### src/rtl/program_sequencer.sv
// -----------------------------------------------------------------------------
// program_sequencer
//   Generates the program-memory fetch address every cycle. It supports:
//     - increment;
//     - absolute and relative branch;
//     - call/return through a hardware return-address stack;
//     - a fetch stall;
//     - sticky stack overflow and underflow flags.
//   All outputs are registered, so there is no combinational input-to-output path.
//
// Parameters
//   P_SIZE       program address width (memory depth 2**P_SIZE)
//   STACK_DEPTH  return-address stack entries (>= 1)
//   RESET_ADDR   address loaded on reset
//
// Ports
//   clk, nRst       clock (rising edge), asynchronous active-low reset
//   inc             advance to address+1
//   branchAbs       jump to branchAddress
//   branchRel       jump to address + signed(branchAddress)
//   call            push address+1 and jump to branchAddress
//   ret             pop the top of stack into address
//   stall           hold all state this cycle and ignore commands
//   branchAddress   absolute target, or two's-complement offset
//   address         current fetch address
//   depth           number of entries on the stack
//   stackOverflow   sticky: call issued while the stack was full
//   stackUnderflow  sticky: ret issued while the stack was empty
//
// Optional feature (macro SEQ_LOOP_EN)
//   Adds a zero-overhead hardware loop. The extra ports are:
//     - loopSet (in)
//     - loopCount[7:0] (in)
//     - loopActive (out)
//   Command priority, highest first:
//     loopSet > ret > call > branchAbs > branchRel > inc
// -----------------------------------------------------------------------------
module program_sequencer #(
    parameter int          P_SIZE      = 6,
    parameter int          STACK_DEPTH = 4,
    parameter int unsigned RESET_ADDR  = 0
) (
    input  logic                               clk,
    input  logic                               nRst,
    input  logic                               inc,
    input  logic                               branchAbs,
    input  logic                               branchRel,
    input  logic                               call,
    input  logic                               ret,
    input  logic                               stall,
    input  logic [P_SIZE-1:0]                  branchAddress,
    output logic [P_SIZE-1:0]                  address,
    output logic [$clog2(STACK_DEPTH+1)-1:0]   depth,
    output logic                               stackOverflow,
    output logic                               stackUnderflow
`ifdef SEQ_LOOP_EN
    ,
    input  logic                               loopSet,
    input  logic [7:0]                         loopCount,
    output logic                               loopActive
`endif
);

    localparam int DEPTH_W = $clog2(STACK_DEPTH + 1);
    localparam int IDX_W   = (STACK_DEPTH > 1) ? $clog2(STACK_DEPTH) : 1;
    localparam logic [DEPTH_W-1:0] DEPTH_FULL = DEPTH_W'(STACK_DEPTH);
    localparam logic [P_SIZE-1:0]  RST_ADDR   = P_SIZE'(RESET_ADDR);

    logic [P_SIZE-1:0]  address_q, address_d;
    logic [DEPTH_W-1:0] depth_q, depth_d;
    logic               overflow_q, overflow_d;
    logic               underflow_q, underflow_d;

    logic [P_SIZE-1:0]  stack_q [STACK_DEPTH];
    logic               push_en;
    logic [IDX_W-1:0]   push_idx;
    logic [IDX_W-1:0]   pop_idx;
    logic [P_SIZE-1:0]  addr_plus1;

    // While the stack is not full, depth is a valid index for the next free slot.
    // While the stack is not empty, depth-1 is the index of the top entry.
    assign push_idx   = depth_q[IDX_W-1:0];
    assign pop_idx    = IDX_W'(depth_q - DEPTH_W'(1));
    assign addr_plus1 = address_q + P_SIZE'(1);

`ifdef SEQ_LOOP_EN
    logic [P_SIZE-1:0] loop_start_q, loop_start_d;
    logic [P_SIZE-1:0] loop_end_q, loop_end_d;
    logic [7:0]        loop_count_q, loop_count_d;
    logic              loop_active_q, loop_active_d;
`endif

    // NOTE: every variable written here gets a default first, so no path leaves
    // a value unassigned and no latch is inferred.
    always_comb begin
        address_d   = address_q;
        depth_d     = depth_q;
        overflow_d  = overflow_q;
        underflow_d = underflow_q;
        push_en     = 1'b0;
`ifdef SEQ_LOOP_EN
        loop_start_d  = loop_start_q;
        loop_end_d    = loop_end_q;
        loop_count_d  = loop_count_q;
        loop_active_d = loop_active_q;
`endif

        if (!stall) begin
`ifdef SEQ_LOOP_EN
            if (loopSet) begin
                // A new loopSet replaces any loop in progress; loops do not nest.
                loop_start_d  = addr_plus1;
                loop_end_d    = branchAddress;
                loop_count_d  = loopCount;
                loop_active_d = (loopCount != 8'd0);
                address_d     = addr_plus1;
            end else
`endif
            if (ret) begin
                if (depth_q != '0) begin
                    address_d = stack_q[pop_idx];
                    depth_d   = depth_q - DEPTH_W'(1);
                end else begin
                    underflow_d = 1'b1;
                end
            end else if (call) begin
                if (depth_q != DEPTH_FULL) begin
                    push_en   = 1'b1;
                    depth_d   = depth_q + DEPTH_W'(1);
                    address_d = branchAddress;
                end else begin
                    overflow_d = 1'b1;
                end
            end else if (branchAbs) begin
                address_d = branchAddress;
            end else if (branchRel) begin
                // Same-width add wraps modulo 2**P_SIZE, which gives signed-offset
                // semantics for free.
                address_d = address_q + branchAddress;
            end else if (inc) begin
                address_d = addr_plus1;
`ifdef SEQ_LOOP_EN
                if (loop_active_q && (address_q == loop_end_q)) begin
                    // loopCount==0 never activates a loop, so count>=1 here.
                    if (loop_count_q > 8'd1) begin
                        address_d    = loop_start_q;
                        loop_count_d = loop_count_q - 8'd1;
                    end else begin
                        loop_count_d  = 8'd0;
                        loop_active_d = 1'b0;
                    end
                end
`endif
            end
        end
    end

    // NOTE: sequential state is updated with non-blocking assignments only, so
    // every flop samples values from before the clock edge.
    always_ff @(posedge clk or negedge nRst) begin
        if (!nRst) begin
            address_q   <= RST_ADDR;
            depth_q     <= '0;
            overflow_q  <= 1'b0;
            underflow_q <= 1'b0;
        end else begin
            address_q   <= address_d;
            depth_q     <= depth_d;
            overflow_q  <= overflow_d;
            underflow_q <= underflow_d;
        end
    end

    // NOTE: the stack storage has no reset. Its contents are don't-care until a
    // push, and depth alone determines which entries are valid.
    always_ff @(posedge clk) begin
        if (push_en) begin
            stack_q[push_idx] <= addr_plus1;
        end
    end

`ifdef SEQ_LOOP_EN
    always_ff @(posedge clk or negedge nRst) begin
        if (!nRst) begin
            loop_start_q  <= '0;
            loop_end_q    <= '0;
            loop_count_q  <= 8'd0;
            loop_active_q <= 1'b0;
        end else begin
            loop_start_q  <= loop_start_d;
            loop_end_q    <= loop_end_d;
            loop_count_q  <= loop_count_d;
            loop_active_q <= loop_active_d;
        end
    end

    assign loopActive = loop_active_q;
`endif

    assign address        = address_q;
    assign depth          = depth_q;
    assign stackOverflow  = overflow_q;
    assign stackUnderflow = underflow_q;

endmodule

### config.mk
export PLATFORM = sky130hd
export DESIGN_NAME = program_sequencer
export DESIGN_NICKNAME = d
export VERILOG_FILES = /design/src/rtl/program_sequencer.sv
export SDC_FILE = /design/constraint.sdc
export NUM_CORES = 1
export LEC_CHECK = 0
export BUFFER_PORTS_ARGS = -buffer_cell sky130_fd_sc_hd__buf_2
export CORE_ASPECT_RATIO = 0.7
export CORE_UTILIZATION = 52
export CTS_CLUSTER_SIZE = 30
export DETAILED_ROUTE_END_ITERATION = 16
export PLACE_DENSITY = 0.78
export SYNTH_ARGS = -nofsm -noshare
export SYNTH_HDL_FRONTEND = slang
export SYNTH_SLANG_ARGS = --single-unit
### constraint.sdc
create_clock -name clk -period 2 [get_ports clk]
set_input_delay 0.1 -clock clk [delete_from_list [all_inputs] [get_ports clk]]
set_output_delay 0.1 -clock clk [all_outputs]
set_load 0.01 [all_outputs]
== After elaboration in Yosys (flattened, before gate mapping) ==
Memory sizes are Yosys's and may differ from the RTL's.
Index checks and enable logic that the tools add are counted.

* Add/sub/neg operators: 4
* Multipliers: 0
* Div/mod/pow operators: 0
* Magnitude comparators: 0
* Eq/ne operators: 3
* Shift operators: 0
* Multiplexer cells: 17
* Bitwise logic cells: 4
* Reductions and logical operators: 8

{| class="wikitable"
|+ Operators with widths
! operator !! count
|-
| two-way mux 6 bit || 7
|-
| two-way mux 3 bit || 4
|-
| AND reduction 4 bit || 3
|-
| adder 6 x 1 -> 6 bit, second input constant || 1
|-
| adder 6 bit || 1
|-
| two-way mux 1 bit || 6
|-
| nonzero test 5 bit || 1
|-
| inverter 1 bit || 4
|-
| nonzero test 2 bit || 2
|-
| adder 3 x 1 -> 3 bit, second input constant || 1
|-
| inequality test 3 x 1 -> 1 bit, second input constant || 1
|-
| inequality test 3 bit, second input constant || 1
|-
| AND reduction 3 bit || 1
|-
| nonzero test 3 bit || 1
|-
| subtractor 3 x 1 -> 3 bit, second input constant || 1
|-
| inequality test 2 x 1 -> 1 bit, second input constant || 1
|}

* Register bits after elaboration: 11
* Bits in latches: 0
* RAM bits: 24
* Bits in read-only memories: 0
* Bits of input ports: 14
* Output and inout port bits: 11
* Logic and storage cells: 41
* Memories kept: 1

{| class="wikitable"
|+ Memories
! memory !! words !! bits a word !! read ports !! clocked after Yosys merged registers in !! write ports !! line !! text
|-
| stack_q || 4 || 6 || 1 || 0 || 1 || 74 || <nowiki>logic [P_SIZE-1:0] stack_q [STACK_DEPTH];</nowiki>
|}

== Depth between registers and ports, before layout ==
* Depth in word-level cells: 7
* Gate-level depth with buffers: 9
* Mapped depth without buffers: 8

== Worst setup path before layout ==
OpenSTA, ideal clock, no wires.

* Kind: register to register
* From: reg depth_q[0] (netlist: depth[0])
* To: reg address_q[4] (netlist: address[4])
* Arrival: 2.026 ns
* Data required time: 1.863 ns
* Path slack: -0.163 ns
* Cell stages (with the launch flop): 10
* Path buffers: 1
* Clock period less this slack: 2.163 ns
* Path through: dfrtp_1 -> buf_6 -> inv_1 -> ha_1 -> ha_1 -> a211o_1 -> o21ai_4 -> inv_2 -> a221oi_2 -> o211ai_1

* Cells in the longest elaborated chain, start to end: 4
* Elaborated cells on any way between the ends: 9
* Those cells by class: add/sub (1); eq/ne (3); mux (2); reduce/logical (2); memory (1)

{| class="wikitable"
|+ RTL lines
! element !! line !! text
|-
| start: declaration || 70 || <nowiki>logic [DEPTH_W-1:0] depth_q, depth_d;</nowiki>
|-
| start signal: assignment || 168 || <nowiki>depth_q <= depth_d;</nowiki>
|-
| subtractor 3 x 1 -> 3 bit || - ||
|-
| memory read (4 x 6 bit) || - ||
|-
| two-way mux 6 bit || 120 || <nowiki>if (depth_q != '0) begin</nowiki>
|-
| two-way mux 6 bit || 119 || <nowiki>if (ret) begin</nowiki>
|-
| end signal: assignment || 167 || <nowiki>address_q <= address_d;</nowiki>
|-
| end: declaration || 69 || <nowiki>logic [P_SIZE-1:0] address_q, address_d;</nowiki>
|}

Several ways; a longest one is shown, not always the timed one. The select of a mux whose other input is x is not followed.
A chain may end at the register's enable or synchronous reset.

== Final worst setup path ==
* From: reg depth_q[1] (netlist: depth[1])
* To: reg address_q[4] (netlist: address[4])

The elaborated chain is that of the path after synthesis.

==> out/qor.csv <==
stage,metric,value,unit
outcome,status,"finished, final reports clean",
synth,synth.yosys.seq_area_share,50.57,%
setup_path,crit_type,flip-flop to flip-flop,
drt,drt_first_pass_iters,4,
synth,synth_compound_area_share,12.52,%
synth,synth_xor_area_share,4.447,%
drt,wirelength,4471,um
synth,synth-simple-area-share,10.55,%
timing,tns,0,ps
die,dieArea,0.004041,mm^2
placed_design,dp_cells,230,
pwr,power_leakage,0.9773,nW
setup_path,required,2160,ps
clock_network,numCtsBuffers,5,
die,num_rows,18,
layout,diodes,0,
pwr,p_per_area,1457,mW/mm^2
setup_path,crit_path_end_kind,flip-flop,
drt,drt_iter0_drc,131,
run,max_cap_violations,0,
layout,fillCellCount,268,
placed_design,hpwl,3286,um
global_route,grt_overflow,0,
placed_design,portBuffers,24,
synth,synth-edff-count,24,
clock_network,clkLatencyLatePin,290,ps
drt,wl_per_cell,18.10,um
clock_network,cts_max_level,2,
synth,yosys_warnings,0,
timing,period_share,97.12,%
synth,synth.avg_cell_area,12.46,um^2
layout,syn2layout_area_growth,20.20,%
setup_path,cp.arrival,2110,ps
layout,finalNonFillerCells,247,
synth,synth-main-ff-cell,edfxtp_1,
synth,synth_fa_ha_area_share,8.640,%
setup_path,crit_fanout,5,
drt,ant_nets,0,
timing,hold_viol,0,
synth,syn-cell-area,0.001969,mm^2
setup_path,cp-start-kind,flip-flop,
clock_network,cts_tree,done,
timing,post-route-min-period,1942,ps
global_route,grt_antenna_before_repair,0,
timing,worst_slack,57.69,ps
drt,drc,0,
placed_design,place_ws,-2.297,ps
clock_network,clock-sinks,35,
die,die_h,53.49,um
synth,syn_inst,158,
synth,ys_types,44,
global_route,grt_pass1_vias,1281,
drt,vias_per_cell,5.692,
die,io-pin-count,25,
synth,syn_nets,185,
layout,finalNetCount,223,
timing,max_slew_margin,66.38,%
die,die_x,75.56,um
pwr,vdd_drop_max,0.0007401,V
timing,worst_pin_slew,499.8,ps
timing,drv_slew,0,
placed_design,routabilityCongestion,0.8689,
synth,synth.area.mux_share,9.022,%
layout,fin_util,66.11,%
clock_network,cts_max_path_buffers,2,
die,initial_core_util,55.00,%
timing,max_freq,514.9,MHz
die,core_area,0.003581,mm^2
global_route,track_usage,24.47,%
worst_hold_path,hp-class,input port to flip-flop,
timing,setup_violations,0,
timing,hold_ws,89.21,ps
timing,fin_worst_skew,8.198,ps
layout,drive_above_1_share,34.01,%
global_route,grt_first_pass_wirelength,6686,um
synth,ys_ff_latch,35,
drt,vias,1406,
clock_network,clk_pin_slew,70,ps
synth,synthArstFlopShare,31.43,%
clock_network,cts_root_buf,clkbuf_8,
synth,synth_top_family_by_area,compound AO/OA/AOI/OAI gates,
global_route,grt_max_degree,19,
==> flip-flops by register name, summed over array words and instances (netlist names) <==
signal / cells
address: 6
depth: 3
stackOverflow: 1
stackUnderflow: 1
stack_q: 24
==> placed cells by master, fill, tap and decap left out, types with 3 or more instances in the layout <==
cell type  count
nor2_1         8
dfrtp_1       11
mux4_2         3
inv_1          8
xnor2_1        5
mux4_1         3
and2_2         4
nand2_1        8
clkbuf_8       6
buf_2         24
o21ai_0        7
a21oi_1       12
edfxtp_1      24
ha_1           9
nand3_1        4
a211oi_1       4
buf_4         12
xor2_1         5
==> cell families after synthesis <==
logic type,count (synthesis)
buf+inv,17
fa+ha+maj,13
mux,9
xor+xnor,10
flops,35
compound gates,36
simple gates,38
==> metal layers <==
layer  up-vias  wire length, um  GRT usage, %
li1        666                -             -
met3         2              256         8.190
met4         0               10         4.321
met1       694             2055         33.94
met2        44             2149         37.65
met5         -                0             0
==> power breakdown <==
part,switching [mW],internal [mW],leakage (nW)
sequential,0.157,1.03,0.347
clock,0.252,0.403,0.0612
combinational,0.843,0.769,0.569
==> layout make-up <==
class | instances | area (um^2) | share of cell area [%]
well taps | 50 | 62.56 | 2.643
repair buffers | 37 | 220.2 | 9.302
multi-input cells | 106 | 927.1 | 39.16
flip-flops and latches | 35 | 996.0 | 42.07
clock inverters | 2 | 35.03 | 1.480
clock buffers | 6 | 82.58 | 3.488
inverters | 11 | 43.79 | 1.850
==> stage by stage <==
step,area (um^2),power (mW)
6_report,2367,3.449
5_1_grt,2367,3.667
4_1_cts,2291,3.387
3_5_place_dp,2162,2.722
3_3_place_gp,2162,2.637
2_1_floorplan,1993,2.210
==> repair_timing <==
action / 4_1_cts / 5_1_grt
setup endpoints to repair: 6 / 27
pin swaps: 0 / 5
resized for setup: 1 / 6
hold buffers: 1 / 0
setup buffers: 0 / 8
hold endpoints to repair: 11 / 0
==> Yosys cell counts, drive strengths merged (2+ instances only) <==
library cell  instances  area (um^2)
edfxtp               24        720.7
a21oi                12        60.06
ha                   12        150.1
dfrtp                11        275.3
inv                  11        41.29
nor2                 10        42.54
nand2                 8        30.03
o21ai                 8        51.30
mux4                  6        146.4
and2                  5        31.28
buf                   5        38.78
xnor2                 5        43.79
xor2                  5        43.79
a211oi                4        30.03
nand3                 4        20.02
a21o                  2        15.01
a31o                  2        17.52
and3                  2        12.51
mux2i                 2        20.02
nor3                  2        10.01
nor4                  2        18.77
o211ai                2        15.01
==> path summary, 6_finish.rpt <==
check	start	end	depth (start not counted)	slack (ps)
setup / recovery	depth[1]	address[4]	8	60
hold / removal	branchAddress[4]	address[4]	3	90
setup reg to reg	depth[1]	address[4]	8	60
hold reg to reg	stackUnderflow	stackUnderflow	1	480
max in group asynchronous	nRst	depth[2]	2	1510
min in group asynchronous	nRst	address[0]	2	240
==> critical path: stages (launching register included) <==
cell and delay, ps:
dfrtp_1 400, inv_2 80, ha_4 170, ha_4 160
a211o_1 330, o21ai_4 220, inv_4 70, a221oi_2 270
o211ai_1 110
No activity file was read; power rests on OpenSTA's default activity.
